`src/rtl/br_predict_ctrl_if.sv`:
```
// ---------------------------------------------------------------------------
// br_predict_ctrl_if
// Bundles the fetch-side prediction port and the resolve-side redirect port
// of the branch prediction / PC-select controller.
//
// Parameters:
//   ADDR_W              PC width
//
// Signals:
//   fetch_pc            PC of the instruction being fetched
//   predict_taken       taken/not-taken prediction for fetch_pc
//   resolve_valid       a resolving instruction is present this cycle
//   resolve_pc          PC of the resolving instruction
//   resolve_opcode      LC-3b opcode of the resolving instruction
//   branch_enable       actual BR condition outcome (nzp match)
//   resolve_pred_taken  prediction fetch made for the resolving instruction
//   pcmux_sel           registered PC redirect select
//   flush               registered squash of younger instructions
//
// Modports:
//   master  pipeline side (drives fetch/resolve, receives prediction/redirect)
//   slave   controller side
// ---------------------------------------------------------------------------
interface br_predict_ctrl_if #(
   parameter int unsigned ADDR_W = 16
);
   logic [ADDR_W-1:0] fetch_pc;
   logic              predict_taken;
   logic              resolve_valid;
   logic [ADDR_W-1:0] resolve_pc;
   logic [3:0]        resolve_opcode;
   logic              branch_enable;
   logic              resolve_pred_taken;
   logic [1:0]        pcmux_sel;
   logic              flush;

   modport master (
      output fetch_pc, resolve_valid, resolve_pc, resolve_opcode,
             branch_enable, resolve_pred_taken,
      input  predict_taken, pcmux_sel, flush
   );

   modport slave (
      input  fetch_pc, resolve_valid, resolve_pc, resolve_opcode,
             branch_enable, resolve_pred_taken,
      output predict_taken, pcmux_sel, flush
   );
endinterface

```
`src/rtl/br_predict_ctrl.sv`:
```
// ---------------------------------------------------------------------------
// br_predict_ctrl
// Branch prediction and PC-select control. A direct-mapped table of 2-bit
// saturating counters, indexed by pc[IDX_W:1], gives fetch a taken/not-taken
// prediction. At resolve the actual outcome is compared with the carried
// prediction and a registered PC-mux select plus flush are produced.
//
// Parameters:
//   ADDR_W    PC width
//   IDX_W     table index bits (2**IDX_W entries), 1..ADDR_W-1
//   CTR_INIT  counter reset value
//
// Ports:
//   clk               clock
//   rst               asynchronous active-high reset
//   bus               br_predict_ctrl_if.slave (fetch + resolve signals)
//   stat_branches     resolved BR count     (BR_PREDICT_STATS_EN only)
//   stat_mispredicts  mispredicted BR count (BR_PREDICT_STATS_EN only)
//
// Optional feature macro: BR_PREDICT_STATS_EN adds the two statistics
// counters. Without it the block is complete and the ports do not exist.
// ---------------------------------------------------------------------------
module br_predict_ctrl #(
   parameter int unsigned ADDR_W   = 16,
   parameter int unsigned IDX_W    = 4,
   parameter logic [1:0]  CTR_INIT = 2'b01
) (
   input  logic               clk,
   input  logic               rst,
   br_predict_ctrl_if.slave   bus
`ifdef BR_PREDICT_STATS_EN
   ,
   output logic [31:0]        stat_branches,
   output logic [31:0]        stat_mispredicts
`endif
);

   localparam int unsigned NUM_ENT = 1 << IDX_W;

   typedef enum logic [3:0] {
      OP_BR   = 4'h0, OP_ADD  = 4'h1, OP_LDB  = 4'h2, OP_STB  = 4'h3,
      OP_JSR  = 4'h4, OP_AND  = 4'h5, OP_LDW  = 4'h6, OP_STW  = 4'h7,
      OP_RTI  = 4'h8, OP_NOT  = 4'h9, OP_LDI  = 4'hA, OP_STI  = 4'hB,
      OP_JMP  = 4'hC, OP_SHF  = 4'hD, OP_LEA  = 4'hE, OP_TRAP = 4'hF
   } lc3b_opcode_e;

   typedef enum logic [1:0] {
      PC_SEQ      = 2'b00,
      PC_TARGET   = 2'b01,
      PC_TRAP     = 2'b10,
      PC_FALLTHRU = 2'b11
   } pcmux_sel_e;

   logic [1:0]   bht_q [NUM_ENT];
   logic [1:0]   bht_d [NUM_ENT];
   pcmux_sel_e   pcmux_sel_q, pcmux_sel_d;
   logic         flush_q, flush_d;

   logic [IDX_W-1:0] fetch_idx;
   logic [IDX_W-1:0] resolve_idx;
   lc3b_opcode_e     opcode;
   logic             is_br;
   logic             mispredict;

   // Bit 0 of each PC is never used (word-aligned instructions) nor are the
   // bits above the index; aliasing PCs deliberately share one counter.
   logic unused_pc_bits;
   assign unused_pc_bits = ^{bus.fetch_pc, bus.resolve_pc};

   assign fetch_idx   = bus.fetch_pc[IDX_W:1];
   assign resolve_idx = bus.resolve_pc[IDX_W:1];
   assign opcode      = lc3b_opcode_e'(bus.resolve_opcode);
   assign is_br       = bus.resolve_valid && (opcode == OP_BR);
   assign mispredict  = bus.branch_enable != bus.resolve_pred_taken;

   // Read from current state with no bypass: a same-cycle update to the same
   // entry is only visible from the next cycle on.
   assign bus.predict_taken = bht_q[fetch_idx][1];
   assign bus.pcmux_sel     = pcmux_sel_q;
   assign bus.flush         = flush_q;

   // NOTE: every combinational output gets a default before any branch so no
   // path leaves it unassigned, which would infer a latch.
   always_comb begin
      pcmux_sel_d = PC_SEQ;
      flush_d     = 1'b0;
      bht_d       = bht_q;

      if (bus.resolve_valid) begin
         case (opcode)
            OP_BR: begin
               if (bus.branch_enable && !bus.resolve_pred_taken) begin
                  pcmux_sel_d = PC_TARGET;
                  flush_d     = 1'b1;
               end else if (!bus.branch_enable && bus.resolve_pred_taken) begin
                  pcmux_sel_d = PC_FALLTHRU;
                  flush_d     = 1'b1;
               end
            end
            OP_JMP, OP_JSR: begin
               pcmux_sel_d = PC_TARGET;
               flush_d     = 1'b1;
            end
            OP_TRAP: begin
               pcmux_sel_d = PC_TRAP;
               flush_d     = 1'b1;
            end
            default: ;
         endcase
      end

      // Saturating update: the end values are held, never wrapped.
      if (is_br) begin
         if (bus.branch_enable) begin
            if (bht_q[resolve_idx] != 2'b11)
               bht_d[resolve_idx] = bht_q[resolve_idx] + 2'd1;
         end else begin
            if (bht_q[resolve_idx] != 2'b00)
               bht_d[resolve_idx] = bht_q[resolve_idx] - 2'd1;
         end
      end
   end

   // NOTE: the counter table is reset like ordinary flops (not left to a RAM
   // macro) because every entry must read CTR_INIT straight out of reset.
   // NOTE: sequential state uses non-blocking assignment so all registers
   // sample pre-edge values regardless of statement order.
   always_ff @(posedge clk or posedge rst) begin
      if (rst) begin
         for (int i = 0; i < NUM_ENT; i++) bht_q[i] <= CTR_INIT;
         pcmux_sel_q <= PC_SEQ;
         flush_q     <= 1'b0;
      end else begin
         bht_q       <= bht_d;
         pcmux_sel_q <= pcmux_sel_d;
         flush_q     <= flush_d;
      end
   end

`ifdef BR_PREDICT_STATS_EN
   logic [31:0] stat_branches_q, stat_branches_d;
   logic [31:0] stat_mispredicts_q, stat_mispredicts_d;

   // Both counters wrap modulo 2**32 by natural overflow.
   always_comb begin
      stat_branches_d    = stat_branches_q;
      stat_mispredicts_d = stat_mispredicts_q;
      if (is_br) begin
         stat_branches_d = stat_branches_q + 32'd1;
         if (mispredict) stat_mispredicts_d = stat_mispredicts_q + 32'd1;
      end
   end

   always_ff @(posedge clk or posedge rst) begin
      if (rst) begin
         stat_branches_q    <= '0;
         stat_mispredicts_q <= '0;
      end else begin
         stat_branches_q    <= stat_branches_d;
         stat_mispredicts_q <= stat_mispredicts_d;
      end
   end

   assign stat_branches    = stat_branches_q;
   assign stat_mispredicts = stat_mispredicts_q;
`else
   logic unused_mispredict;
   assign unused_mispredict = mispredict;
`endif

endmodule

```
`src/flat_wrapper.sv`:
```
// flat-port wrapper written by rule: the top's interface ports become plain ports
module br_predict_ctrl_flat 
#(
   parameter int unsigned ADDR_W   = 16,
   parameter int unsigned IDX_W    = 4,
   parameter logic [1:0]  CTR_INIT = 2'b01
)
  (clk, rst, bus_fetch_pc, bus_resolve_valid, bus_resolve_pc, bus_resolve_opcode, bus_branch_enable, bus_resolve_pred_taken, bus_predict_taken, bus_pcmux_sel, bus_flush);
  br_predict_ctrl_if #(.ADDR_W(ADDR_W)) bus_i ();
  input  logic clk;
  input  logic rst;
  input wire logic [$bits(bus_i.fetch_pc)-1:0] bus_fetch_pc;
  input wire logic [$bits(bus_i.resolve_valid)-1:0] bus_resolve_valid;
  input wire logic [$bits(bus_i.resolve_pc)-1:0] bus_resolve_pc;
  input wire logic [$bits(bus_i.resolve_opcode)-1:0] bus_resolve_opcode;
  input wire logic [$bits(bus_i.branch_enable)-1:0] bus_branch_enable;
  input wire logic [$bits(bus_i.resolve_pred_taken)-1:0] bus_resolve_pred_taken;
  output wire logic [$bits(bus_i.predict_taken)-1:0] bus_predict_taken;
  output wire logic [$bits(bus_i.pcmux_sel)-1:0] bus_pcmux_sel;
  output wire logic [$bits(bus_i.flush)-1:0] bus_flush;
  assign bus_i.fetch_pc = bus_fetch_pc;
  assign bus_i.resolve_valid = bus_resolve_valid;
  assign bus_i.resolve_pc = bus_resolve_pc;
  assign bus_i.resolve_opcode = bus_resolve_opcode;
  assign bus_i.branch_enable = bus_branch_enable;
  assign bus_i.resolve_pred_taken = bus_resolve_pred_taken;
  assign bus_predict_taken = bus_i.predict_taken;
  assign bus_pcmux_sel = bus_i.pcmux_sel;
  assign bus_flush = bus_i.flush;
  br_predict_ctrl #(.ADDR_W(ADDR_W), .IDX_W(IDX_W), .CTR_INIT(CTR_INIT)) u_core (.clk(clk), .rst(rst), .bus(bus_i));
endmodule
```
`config.mk`:
```
export PLATFORM = sky130hd
export DESIGN_NAME = br_predict_ctrl_flat
export DESIGN_NICKNAME = d
export VERILOG_FILES = /design/src/rtl/br_predict_ctrl_if.sv /design/src/rtl/br_predict_ctrl.sv /design/src/flat_wrapper.sv
export SDC_FILE = /design/constraint.sdc
export NUM_CORES = 1
export LEC_CHECK = 0
export BUFFER_PORTS_ARGS = -buffer_cell sky130_fd_sc_hd__buf_2
export CORE_MARGIN = 8
export CORE_UTILIZATION = 59
export CTS_CLUSTER_DIAMETER = 30
export DETAILED_ROUTE_END_ITERATION = 8
export GPL_TIMING_DRIVEN = 0
export PLACE_DENSITY = 0.85
export SLEW_MARGIN = 20
export SYNTH_ARGS = -nofsm -noshare
export SYNTH_HDL_FRONTEND = slang
export SYNTH_SLANG_ARGS = --single-unit
```
`constraint.sdc`:
```
create_clock -name clk -period 4.3 [get_ports clk]
set_clock_uncertainty 0.1 [all_clocks]
set_input_delay 0.86 -clock clk [delete_from_list [all_inputs] [get_ports clk]]
set_output_delay 0.86 -clock clk [all_outputs]
set_load 0.005 [all_outputs]
```
* Yosys cells after proc, flatten, opt, wreduce, memory -nomap -nowiden
Cells that the tools add are included.
W data, S select, Z words.
** Word-level totals
- Register bits :: 35
- Input port bits :: 41
- Output and inout bits :: 4
- Word-level logic and storage cells :: 63
** Cells by class
- $add $sub $neg :: 2
- Order comparisons :: 3
- Equal/unequal tests :: 5
- Multiplexer cells :: 21
- Bitwise gates (word level) :: 2
- Reduce and logical (&&, ||, !) cells :: 12
** Operators by type and width (number)
- $mux W32 :: 3
- $bwmux W32 :: 2
- $bmux W2 S4 :: 2
- $mux W2 :: 8
- $ge A5 B5 Y1 const B :: 2
- $not A4 Y5 :: 2
- $demux W2 S4 :: 1
- $eq A4 B4 Y1 const B :: 2
- $pmux W2 S3 :: 1
- $lt A5 B1 Y1 const B :: 1
- $eq A4 B3 Y1 const B :: 1
- $logic_and A1 B1 Y1 :: 4
- $logic_not A4 Y1 :: 1
- $reduce_bool A2 Y1 :: 2
- $mux W1 :: 3
- $reduce_and A3 Y1 :: 1
- $reduce_or A3 Y1 :: 1
- $add A2 B1 Y2 const B :: 1
- $logic_not A1 Y1 :: 2
- $ne A2 B1 Y1 const B :: 1
- $ne A2 B2 Y1 const B :: 1
- $pmux W1 S2 :: 1
- $reduce_or A2 Y1 :: 1
- $sub A2 B1 Y2 const B :: 1

* Depth between registers and ports, before layout
Gate-level depths: netlist of run 1.
- Depth after elaboration :: 8
- Gate-level depth with buffers :: 10
- Gate-level depth less buffers :: 7

* Worst setup path before layout of run 1
Ideal clock, no wire load.
- Path type :: input to register
- From :: in bus_resolve_pc[1]
- To :: reg u_core.bht_q[23] (netlist bit)
- Setup time :: 0.125 ns
- Arrival :: 3.407 ns
- Required time :: 4.075 ns
- Setup slack :: 0.668 ns
- Cell stages on the path :: 10
- Path buffers :: 3
- Cells stage by stage :: buf_2 > buf_2 > mux4_2 > nand3_1 > nand4_1 > ha_1 > mux2_2 > buf_2 > nor4_1 > mux2_2
** Between the ends
- Cells in the longest elaborated chain, start to end :: 8
- Elaborated cells between the ends (all ways) :: 21
- Those cells by class :: add/sub (2); order compare (2); eq/ne (2); mux (10); bitwise (1); reduce/logical (4)
** RTL lines
- start, declared :: RTL line flat_wrapper.sv:14 : input wire logic [$bits(bus_i.resolve_pc)-1:0] bus_resolve_pc;
- $not A4 Y5 (not written as such) (*)
- $bmux W2 S4 (tied with other cells)
- $mux W2 (not written as such) / $logic_and A1 B1 Y1 (equally long branches)
- $mux W2 (on tied branches)
- $sub A2 B1 Y2 (tied with other cells) :: RTL line br_predict_ctrl.sv:119 : bht_d[resolve_idx] = bht_q[resolve_idx] - 2'd1;
- $bwmux W32 (on tied branches) :: RTL line br_predict_ctrl.sv:119, br_predict_ctrl.sv:116
- $mux W32 (on tied branches) :: RTL line br_predict_ctrl.sv:118, br_predict_ctrl.sv:115
- $mux W32 :: RTL line br_predict_ctrl.sv:114 : if (bus.branch_enable) begin
- end signal, assigned :: RTL line br_predict_ctrl.sv:134 : bht_q <= bht_d;
- end, declared :: RTL line br_predict_ctrl.sv:54 : logic [1:0] bht_q [NUM_ENT];
Every way passes the cells marked *; elsewhere a longest branch is shown, timed or not. The select of a mux whose other input is x is not followed.
A chain may end at the register's enable or synchronous reset.

* Final worst setup path of run 1
- From :: in bus_resolve_pc[2]
- To :: reg u_core.bht_q[23] (netlist bit)
Same word-level chain as after synthesis.

==> summary by stage, run 1 <==
Synthesis
In the synthesized netlist the async set-or-reset flop fraction comes to 100%. The synthesized netlist occupies a cell area of 2130 µm². The share of synthesized area in the top cell type comes to 22.3%.

Synthesis handed over a netlist of 155 instances. The synthesis-stage register bit count is 35. A synthesized cell averages 13.7 µm². Sorting the synthesized cells by area gives the leading types as dfrtp_1 22%, dfstp_2 20%, mux4_2 13%.

Ranked by instance count, the synthesized netlist is headed by 19 x dfrtp_1, 16 x dfstp_2, 14 x mux2_2, 13 x xor2_1, 12 x mux4_2. The most repeated cell in the gate-level netlist after synthesis is dfrtp_1. The most used flip-flop cell after synthesis is dfrtp_1. The number of different library cells used by synthesis comes to 31. The number of flops mapped to enable cells by yosys is 0. The number of nets handed over by synthesis was 199. The total number of yosys warnings is 0. Sequential elements use 42.1% of the synthesized area.

Summed over all instances, the cell type with the most area after synthesis is dfrtp_1.

Clocking
Once the clock tree was built, the setup fixing pass inserted 0 buffers. The CTS tree is done. The number of levels the H-tree was split into is 2.

Clock-pin slew was measured on the worst setup and hold paths at 0.10 ns. The post-cts resize count is 0. The number of buffers created by CTS is 5.

The clock root buffer is clkbuf_4. The post-cts hold buffer count is 0. The number of sinks handled by clock tree synthesis is 35. The deepest clock path buffer count is 2. The latest clock arrival within the worst-skew pair is 0.36 ns.

Timing
The count of final hold-check violations was 0. At the pin with the least slew margin, the transition time is 0.699 ns. The relative max-transition margin is 53.0%. The setup TNS is 0 ns. The top achievable clock speed is 254 MHz.

The share of the cycle needed by the critical path after routing is 91.6%. Hold is met by 0.396 ns. Setup violations remaining at the end of the flow were counted as 0. The final critical-path required period is 3.94 ns.

The final worst-path setup slack is 0.360 ns. The number of pins with negative max-slew slack in the final report is 0. Setup repair after global routing left no endpoint under its margin.

Detailed routing
The detail route stage leaves a number of antenna-violating nets equal to 0. In this run, the number of DRC markers left after iteration 0 of detailed routing was 54. The number of detailed-routing iterations run before antenna repair is 4. The residual DRC count is 0. Dividing the detail-routed wire length by the instance count gives 19.5 µm. The mean number of vias per cell is 6.20. The routed layout has 1425 vias. The wire length after detailed routing is 4.48 mm.

Critical path
The largest fanout on the critical path is 10. The element type at the critical path end is a flop. The type of the worst setup path is input port to flop. The cell that appears most often on the critical path is buf_2. Traced cell by cell, the critical path runs through buf_2 -> buf_2 -> buf_1 -> mux4_2 -> nand2_1 -> nand4_1 -> ha_1 -> mux2_2 -> buf_2 -> nor4_1 -> mux2_2. For the worst setup path, the data arrival time is 4.09 ns.

The slowest stage of the critical path belongs to the cell nor4_1. The worst setup path is launched from an input port. The maximum single-stage delay on the critical path is 0.56 ns. For the worst setup path, the data required time is 4.45 ns.

Floorplanning
45 I/O pins were placed. For this configuration, the core starts out at a cell density of 59.5%. The die is 76.1 µm tall.

The die area is 5790 µm². Row generation in the floorplan step produced 22 rows. The width of the die is 76.1 µm.

In this run the standard cell core region covers 3580 µm².

Finish
The layout cell share with drive strength beyond 1 is 50.5%. The filler cells instantiated in the layout total 275. Registers take 896 µm². Cells fill 65.2% of the core in the end. The number of nets in the finished design is 225. In the final layout, the multi-input gates occupy 1150 µm². The count of placed standard cells in the final layout, fillers left out is 230.

The antenna diode instance count is 0. Relative to the synthesized area, the layout overhead comes to 9.64%.

Placed design
Routability-driven placement finished with a final weighted congestion of 0.947. The sum of net half-perimeters after detailed placement is 3.43 mm. Including well taps, the total number of placed cells is 222.

The number of port buffers is 19. The setup slack after placement is 0.0929 ns.

Power and ir drop
The worst-case IR drop observed on VDD is 0.196 mV. The analysis attributes to cell leakage a power of 1.04 nW. Dividing total power by cell area gives a power density of 268 nW/µm².

GRT
The initial antenna violation count is 0. The global-route wire length before repair is 7.68 mm. The via count of the first global-routing pass is 1535.

After global routing the overflow that remains totals 0. Entering global routing, the biggest net connects 36 pins. Global routing used 16.7% of the available tracks.

Job
The max-cap check violation count is 0.

Outcome
The run finished with clean final reports.

Min path
The min-delay analysis places its worst path in the category flop to flop.
## report_power, final
group	total (mW)	internal [mW]	leakage, nW	switching, mW
clock	0.172	0.0635	0.0293	0.108
combinational	0.0970	0.0383	0.578	0.0587
sequential	0.357	0.348	0.428	0.00884
total	0.625	0.450	1.04	0.176
## final timing paths
kind                                              from                                 to  slack (ns)  cells after the start
max in group asynchronous                          rst       u_core.bht_q[23]$_DFFE_PP0P_        3.16                      2
min in group asynchronous                          rst  u_core.bus.pcmux_sel[0]$_DFF_PP0_        0.50                      2
setup / recovery                     bus_resolve_pc[2]       u_core.bht_q[23]$_DFFE_PP0P_        0.36                     11
hold / removal                                    flop                               flop        0.40                      1
setup reg to reg           u_core.bht_q[1]$_DFFE_PP0P_       u_core.bht_q[23]$_DFFE_PP0P_        1.20                      8
hold reg to reg                                   flop                               flop        0.40                      1
## per-layer routing
metal	vias up	global-route usage (%)	share of wire (%)
met1	742	20.0	41
met5	-	0	0
met2	35	26.6	51
met3	7	6.60	5.6
met4	0	5.38	1.5
li1	641	-	-
## area by class of cell
type / count / area share [%]
sequential: 35 / 38.4
inverter: 5 / 0.804
clock buffer: 7 / 1.93
multi-input combinational: 104 / 49.4
timing repair buffer: 19 / 4.07
tap: 48 / 2.57
buffer: 11 / 2.63
clock inverter: 1 / 0.214
## critical path, delay by kind of cell
kind | cells | cell delay, ns
fa+ha+maj | 1 | 0.21
buf+inv | 4 | 1.05
mux | 3 | 1.16
simple gates | 3 | 0.80
## layout by cell type (no fill, tap or decap), types with 4 or more instances in the layout
master	n
buf_2	23
clkbuf_1	6
clkbuf_4	5
dfrtp_1	19
dfstp_2	16
inv_1	4
mux2_2	14
mux4_2	12
nand2_1	6
nand4_1	4
nand4b_1	5
nor2_1	4
nor4_1	4
nor4_4	6
or4_4	4
xnor2_1	4
xor2_1	13
## kinds of logic (layout without fill, tap and decap cells)
family / after synthesis / after routing / share of synthesized area, %
simple gates: 49 / 49 / 21.1
flops: 35 / 35 / 42.1
mux: 32 / 32 / 23.6
xor+xnor: 17 / 17 / 6.99
buf+inv: 16 / 43 / 3.76
fa+ha+maj: 3 / 3 / 1.76
compound gates: 3 / 3 / 0.705
## through the flow
| step | power, mW | cell area, µm² |
|---|---|---|
| finish | 0.625 | 2330 |
| global route | 0.651 | 2330 |
| CTS | 0.627 | 2330 |
| detailed placement | 0.459 | 2280 |
| global placement | 0.453 | 2280 |
| floorplan | 0.427 | 2130 |
No activity file was read; power rests on OpenSTA's default activity.
==> run 2: changes to the inputs <==
BUFFER_PORTS_ARGS = -buffer_cell sky130_fd_sc_hd__buf_4   (was -buffer_cell sky130_fd_sc_hd__buf_2)
==> summary by stage, run 2 (synthesis gave the netlist of run 1 again) <==
Finish
The final instance area is 2390 µm². Leaving out fill and tap cells, the most frequent cells in the layout are 19 x buf_4, 19 x dfrtp_1, 16 x dfstp_2, 14 x mux2_2, 13 x xor2_1. The number of nets in the finished design is 225. The count of placed standard cells in the final layout, fillers left out is 230. The antenna diode instance count is 0.

The area growth from synthesis to layout is 12.3%. The layout cell share with drive strength beyond 1 is 51.1%. After filler insertion, the fill cell instance count of the layout stands at 275.

Power and ir drop
The power per standard cell area is 268 nW/µm². The part of the power in registers is 55.6%. In this run, the combinational gates consume 15.7% of the power.

For this design the total switching power over the nets is 0.172 mW. The switching power as a share of total power is 26.8%. Summed over all cells, the static leakage comes to 1.06 nW. Across the VDD grid, the largest voltage drop is 0.214 mV. Cell internal power was estimated by the tool at 0.470 mW. The part of the power in the clock network is 28.7%.

Min path
The worst hold path cell count is 1. The tightest min-delay check is of the flop to flop type.

Timing
Setup violations remaining at the end of the flow were counted as 0. The top achievable clock speed is 256 MHz. The slew at the pin closest to its max-slew limit is 0.693 ns. The number of pins with negative max-slew slack in the final report is 0. After layout, the worst path uses 90.7% of the clock period. Setup repair after global routing left no endpoint under its margin. The final critical-path required period is 3.90 ns. The relative max-transition margin is 53.7%. The count of final hold-check violations came to 0.

The setup TNS is 0 ns.

Floorplanning
The die is 76.1 µm tall. The initial core utilization is 59.5%. The floorplan step set the die width to 76.1 µm.

The total I/O pin count is 45. The placeable core area is 3580 µm². The number of rows in the core area is 22. The die covers 5790 µm².

Critical path
STA classifies the critical path startpoint as an input port. In this run the critical register-to-register path is captured at u_core.bht_q[23]$_DFFE_PP0P_. STA classifies the critical path endpoint as a flop. The worst setup path is of the input port to flop kind. The reg2reg setup slack is 1.21 ns. At the worst endpoint, the required time is 4.43 ns. The number of cells on the worst reg-to-reg path is 8. The critical path arrival is 4.03 ns. The largest fanout on the critical path is 10.

Clocking
Clock-pin slew was measured on the worst setup and hold paths at 0.10 ns. The number of buffers created by CTS is 5. Hold repair after CTS inserted 0 buffers.

The clock passes through at most 2 buffers. In this run, post-CTS repair resized a total of 0 instances. The clock root buffer is clkbuf_4. The CTS tree is done. Post-CTS timing repair inserted 0 buffers for setup.

The clock reaches the later pin of the worst-skew pair after 0.34 ns. In this run the number of H-tree levels came out at 2. The number of sinks handled by clock tree synthesis is 35.

Placed design
The sum of net half-perimeters after detailed placement is 3.55 mm. The count of buffers added on input and output ports is 19. Routability-driven placement finished with a final weighted congestion of 0.894. The placed instance count is 222. The placed cell area is 2330 µm².

Detailed routing
For this run, the detailed router's first-pass iteration total came to 4. The number of DRC markers in iteration 0 is 67. In the routed design, unresolved DRC markers number 0. The wire length after detailed routing is 4.52 mm. The number of antenna-violating nets in the routed design is 0. The detailed router placed 1399 vias in this run.

The mean number of vias per cell is 6.08. Dividing the detail-routed wire length by the instance count gives 19.6 µm.

GRT
The via count of the first global-routing pass was 1495. The global-route wire length before repair is 7.53 mm. The remaining global-route overflow is 0. Global routing used 16.3% of the available tracks across all layers.

The initial antenna violation count came to 0. Entering global routing, the biggest net connects 36 pins.

Job
The max-cap check violation count is 0.

Outcome
The flow ran to the end, and the final reports show no timing, DRC or antenna violations.
## run 2: cell counts in the layout (fill, tap and decap cells not counted)
No cell type changed its count.
## run 2: through the flow
step	util (%)	hold slack, ns	worst slack (ns)	total power, mW
6_report	66.9	0.400	0.400	0.642
3_5_place_dp	65.2	0.384	0.0653	0.465
3_3_place_gp	65.2	0.378	0.180	0.458
4_1_cts	66.9	0.401	0.447	0.646
2_1_floorplan	-	0.367	0.668	0.427
5_1_grt	66.9	0.420	0.276	0.673
## run 2: how the worst max path moves through the flow
stage	start	end	slack [ns]	depth (start not counted)
6_report	bus_resolve_pc[2]	u_core.bht_q[23]$_DFFE_PP0P_	0.40	11
4_1_cts	bus_resolve_pc[2]	u_core.bht_q[23]$_DFFE_PP0P_	0.45	11
5_1_grt	bus_resolve_pc[2]	u_core.bht_q[23]$_DFFE_PP0P_	0.28	11
3_5_place_dp	bus_resolve_pc[2]	u_core.bht_q[23]$_DFFE_PP0P_	0.07	11
3_3_place_gp	bus_resolve_pc[2]	u_core.bht_q[23]$_DFFE_PP0P_	0.18	11
2_1_floorplan	bus_resolve_pc[1]	u_core.bht_q[23]$_DFFE_PP0P_	0.67	10
## run 2: cell type report
class	instances	area, µm²	share of cell area, %
plain buffers	11	61.3	2.56
clock buffers	7	55.1	2.30
clock inverters	1	5.00	0.209
inverters	5	18.8	0.785
multi-input cells	104	1150	48.2
flip-flops and latches	35	896	37.4
well taps	48	60.1	2.51
repair buffers	19	143	5.96
## run 2: power by group through the flow
stage          Sequential [mW]  Clock [mW]  Combinational (mW)
6_report                 0.357       0.184               0.101
4_1_cts                  0.357       0.188               0.102
5_1_grt                  0.359       0.204               0.110
3_5_place_dp             0.363           0               0.102
2_1_floorplan            0.360           0              0.0668
3_3_place_gp             0.361           0              0.0966
## run 2: routing by layer
metal | part of all wire [%] | wire length (µm) | track usage, % | vias to the layer above
met4 | 1.0 | 47 | 5.19 | 0
li1 | - | - | - | 638
met2 | 54 | 2430 | 27.7 | 35
met5 | 0 | 0 | 0 | -
met1 | 39 | 1780 | 19.8 | 721
met3 | 5.9 | 266 | 4.01 | 5
## run 2: critical path, stage by stage
cell and delay [ns]:
buf_4 0.08, buf_2 0.20, buf_1 0.48, mux4_2 0.41, nand2_1 0.10, nand4_1 0.10, ha_1 0.20, mux2_2 0.32
buf_2 0.27, nor4_1 0.59, mux2_2 0.40
==> run 3: changes to the inputs <==
CORE_UTILIZATION = 30   (was 59)
GPL_TIMING_DRIVEN = unset   (was 0)
MAX_ROUTING_LAYER = met4   (was unset)
PLACE_DENSITY = unset   (was 0.85)
==> summary by stage, run 3 (synthesis gave the netlist of run 1 again) <==
Outcome
The flow ran to the end, and the final reports show no timing, DRC or antenna violations.

GRT
The global router's overall resource usage is 9.99%. The initial antenna violation count is 0. The global-route wire length before repair is 7.83 mm. For this run the aggregate overflow at the end of global routing stands at 0. Entering global routing, the biggest net connects 25 pins. The via count of the first global-routing pass came to 1453.

Min path
The class of the most critical hold timing path is flop to flop. The worst hold path cell count is 1.

Critical path
The slowest stage of the critical path is the mux4_2 cell. The launch point of the worst path is bus_resolve_pc[1]. STA classifies the critical path startpoint as an input port.

The element type at the critical path end is a flop. Traced cell by cell, the critical path runs through buf_4 -> mux4_2 -> nand2_1 -> nand4_1 -> ha_1 -> mux2_2 -> nor4_1 -> mux2_2. The origin of the critical flop-to-flop path is u_core.bht_q[1]$_DFFE_PP0P_.

For the worst setup path, the data required time is 4.37 ns. The cell seen most often among critical-path stages is mux2_2. The largest fanout on the critical path is 20. The largest single stage delay on the critical path is 0.56 ns. At the worst endpoint, the arrival time is 3.52 ns. The critical path in this run is classified as input port to flop. The number of cells traversed by the worst register-to-register path is 7.

Detailed routing
After the first detailed-routing iteration, the DRC count stood at 99. For this run, design rule violations remaining after detail routing come to 0. The count of vias placed by the detailed router is 1321. After detailed routing, the average wire length per cell comes to 16.6 µm. In the routed layout, each cell is associated on average with a via count of 4.91. The number of antenna-violating nets in the routed design is 0. The number of detailed-routing iterations run before antenna repair is 4. The wire length after detailed routing is 4.48 mm.

Clocking
The post-cts resize count is 0. Clock tree synthesis selected as its root buffer the cell clkbuf_8. The clock transition time at the flip-flop clock pins of the worst setup and hold paths is 0.07 ns. Counting along the longest clock path gives a buffer depth of 2. The number of hold buffers added after CTS was 0.

Counting the buffers created by CTS gives 5. The number of buffers inserted by post-CTS setup repair is 0. The number of levels the H-tree was split into is 2. Clock tree synthesis found a total of 35 sinks. For the worst-skew pair, the clock arrives at the later sink with an insertion delay of 0.28 ns. The CTS tree is done.

Finish
The count of placed standard cells in the final layout, fillers left out is 269. The signed area change from the synthesized netlist to the final layout is 14.3%. Fill cells in the final layout number 705. Measured on the finished design, the core utilization comes to 35.6%. The antenna diode instance count is 0. Leaving out fill and tap cells, the most frequent cells in the layout are 21 x buf_4, 19 x dfrtp_1, 16 x dfstp_2, 14 x mux2_2, 13 x xor2_1. In the final design database the tool counted 216 nets. The most common library cell in the layout ignoring fill and taps is buf_4. The layout cell share with drive strength beyond 1 is 50.9%.

Power and ir drop
The total leakage power is 1.04 nW. The maximum resistive drop on vdd is 0.173 mV. The power per standard cell area is 281 nW/µm².

Timing
Setup repair after global routing left no endpoint under its margin. The number of pins with negative max-slew slack in the final report is 0. For the pin with the worst max-slew slack, the measured transition is 0.967 ns. The relative max-transition margin is 35.4%. The count of final hold-check violations is 0. The final critical-path required period is 3.45 ns. Setup slack closes at 0.852 ns. The worst slack on hold paths is 0.388 ns. For the final routed database, the setup TNS stands at 0 ns. Setup violations remaining at the end of the flow were counted as 0. The share of the cycle needed by the critical path after routing is 80.2%.

The top achievable clock speed is 290 MHz.

Floorplanning
For this design the top-level I/O count stands at 45. The die is 100 µm tall. The die area is 10100 µm². The placeable core area is 6830 µm². The die is 100 µm wide.

The number of rows in the core area is 30. The initial utilization of the core area, before any placement, comes to 31.2%.

Placed design
The sum of net half-perimeters after detailed placement is 3.14 mm. The routability congestion estimate is 0.730. After detailed placement, the design holds a cell count of 261.

Before CTS, the worst setup slack after placement is 0.553 ns. The number of port buffers is 20.

Job
The max-cap check violation count is 0.
==> run 3: cell types whose count changed in the layout (fill, tap and decap cells not counted), moves of 2 or more <==
cell      previous run  this run
clkbuf_8             1         5
buf_4               19        21
buf_2                4         0
buf_6                2         0
clkbuf_1             5         2
clkbuf_4             5         0
==> run 3: layout make-up <==
cell class / count / area, µm² / share of cell area (%)
clock buffer: 7 / 76.3 / 3.13
clock inverter: 1 / 5.00 / 0.206
inverter: 5 / 18.8 / 0.771
multi-input combinational: 104 / 1160 / 47.7
sequential: 35 / 896 / 36.8
tap: 96 / 120 / 4.93
timing repair buffer: 21 / 158 / 6.47
==> run 3: worst paths after layout <==
check                                               end  slack [ns]
max                        u_core.bht_q[13]$_DFFE_PP0P_        0.85
min reg2reg                                        flop        0.39
min in group asynchronous  u_core.bht_q[27]$_DFFE_PP0P_        0.71
min                                                flop        0.39
max in group asynchronous                     async pin        2.59
max reg2reg                u_core.bht_q[13]$_DFFE_PP0P_        1.40
==> run 3: metrics by stage <==
stage	total power, mW	cell area, µm²
6_report	0.684	2430
5_1_grt	0.715	2430
2_1_floorplan	0.427	2130
4_1_cts	0.692	2430
3_5_place_dp	0.463	2350
3_3_place_gp	0.459	2350
==> run 3: layer usage <==
layer / up-vias / part of all wire (%) / GRT usage [%]
li1: 619 / - / -
met1: 674 / 49 / 13.1
met2: 23 / 48 / 15.2
met3: 5 / 2.5 / 2.08
met4: 0 / 0.89 / 2.79
met5: - / 0 / -
==> run 3: worst max-delay path, delay by kind of cell <==
kind	cells	cell delay, ns
muxes	3	1.42
buffers and inverters	1	0.30
adders and majority gates	1	0.18
and+or+nand+nor	3	0.73
==> run 3: power by group <==
group	switching [mW]	leakage, nW	internal [mW]
clock	0.114	0.0422	0.114
sequential	0.00891	0.428	0.348
combinational	0.0577	0.573	0.0413
total	0.181	1.04	0.503
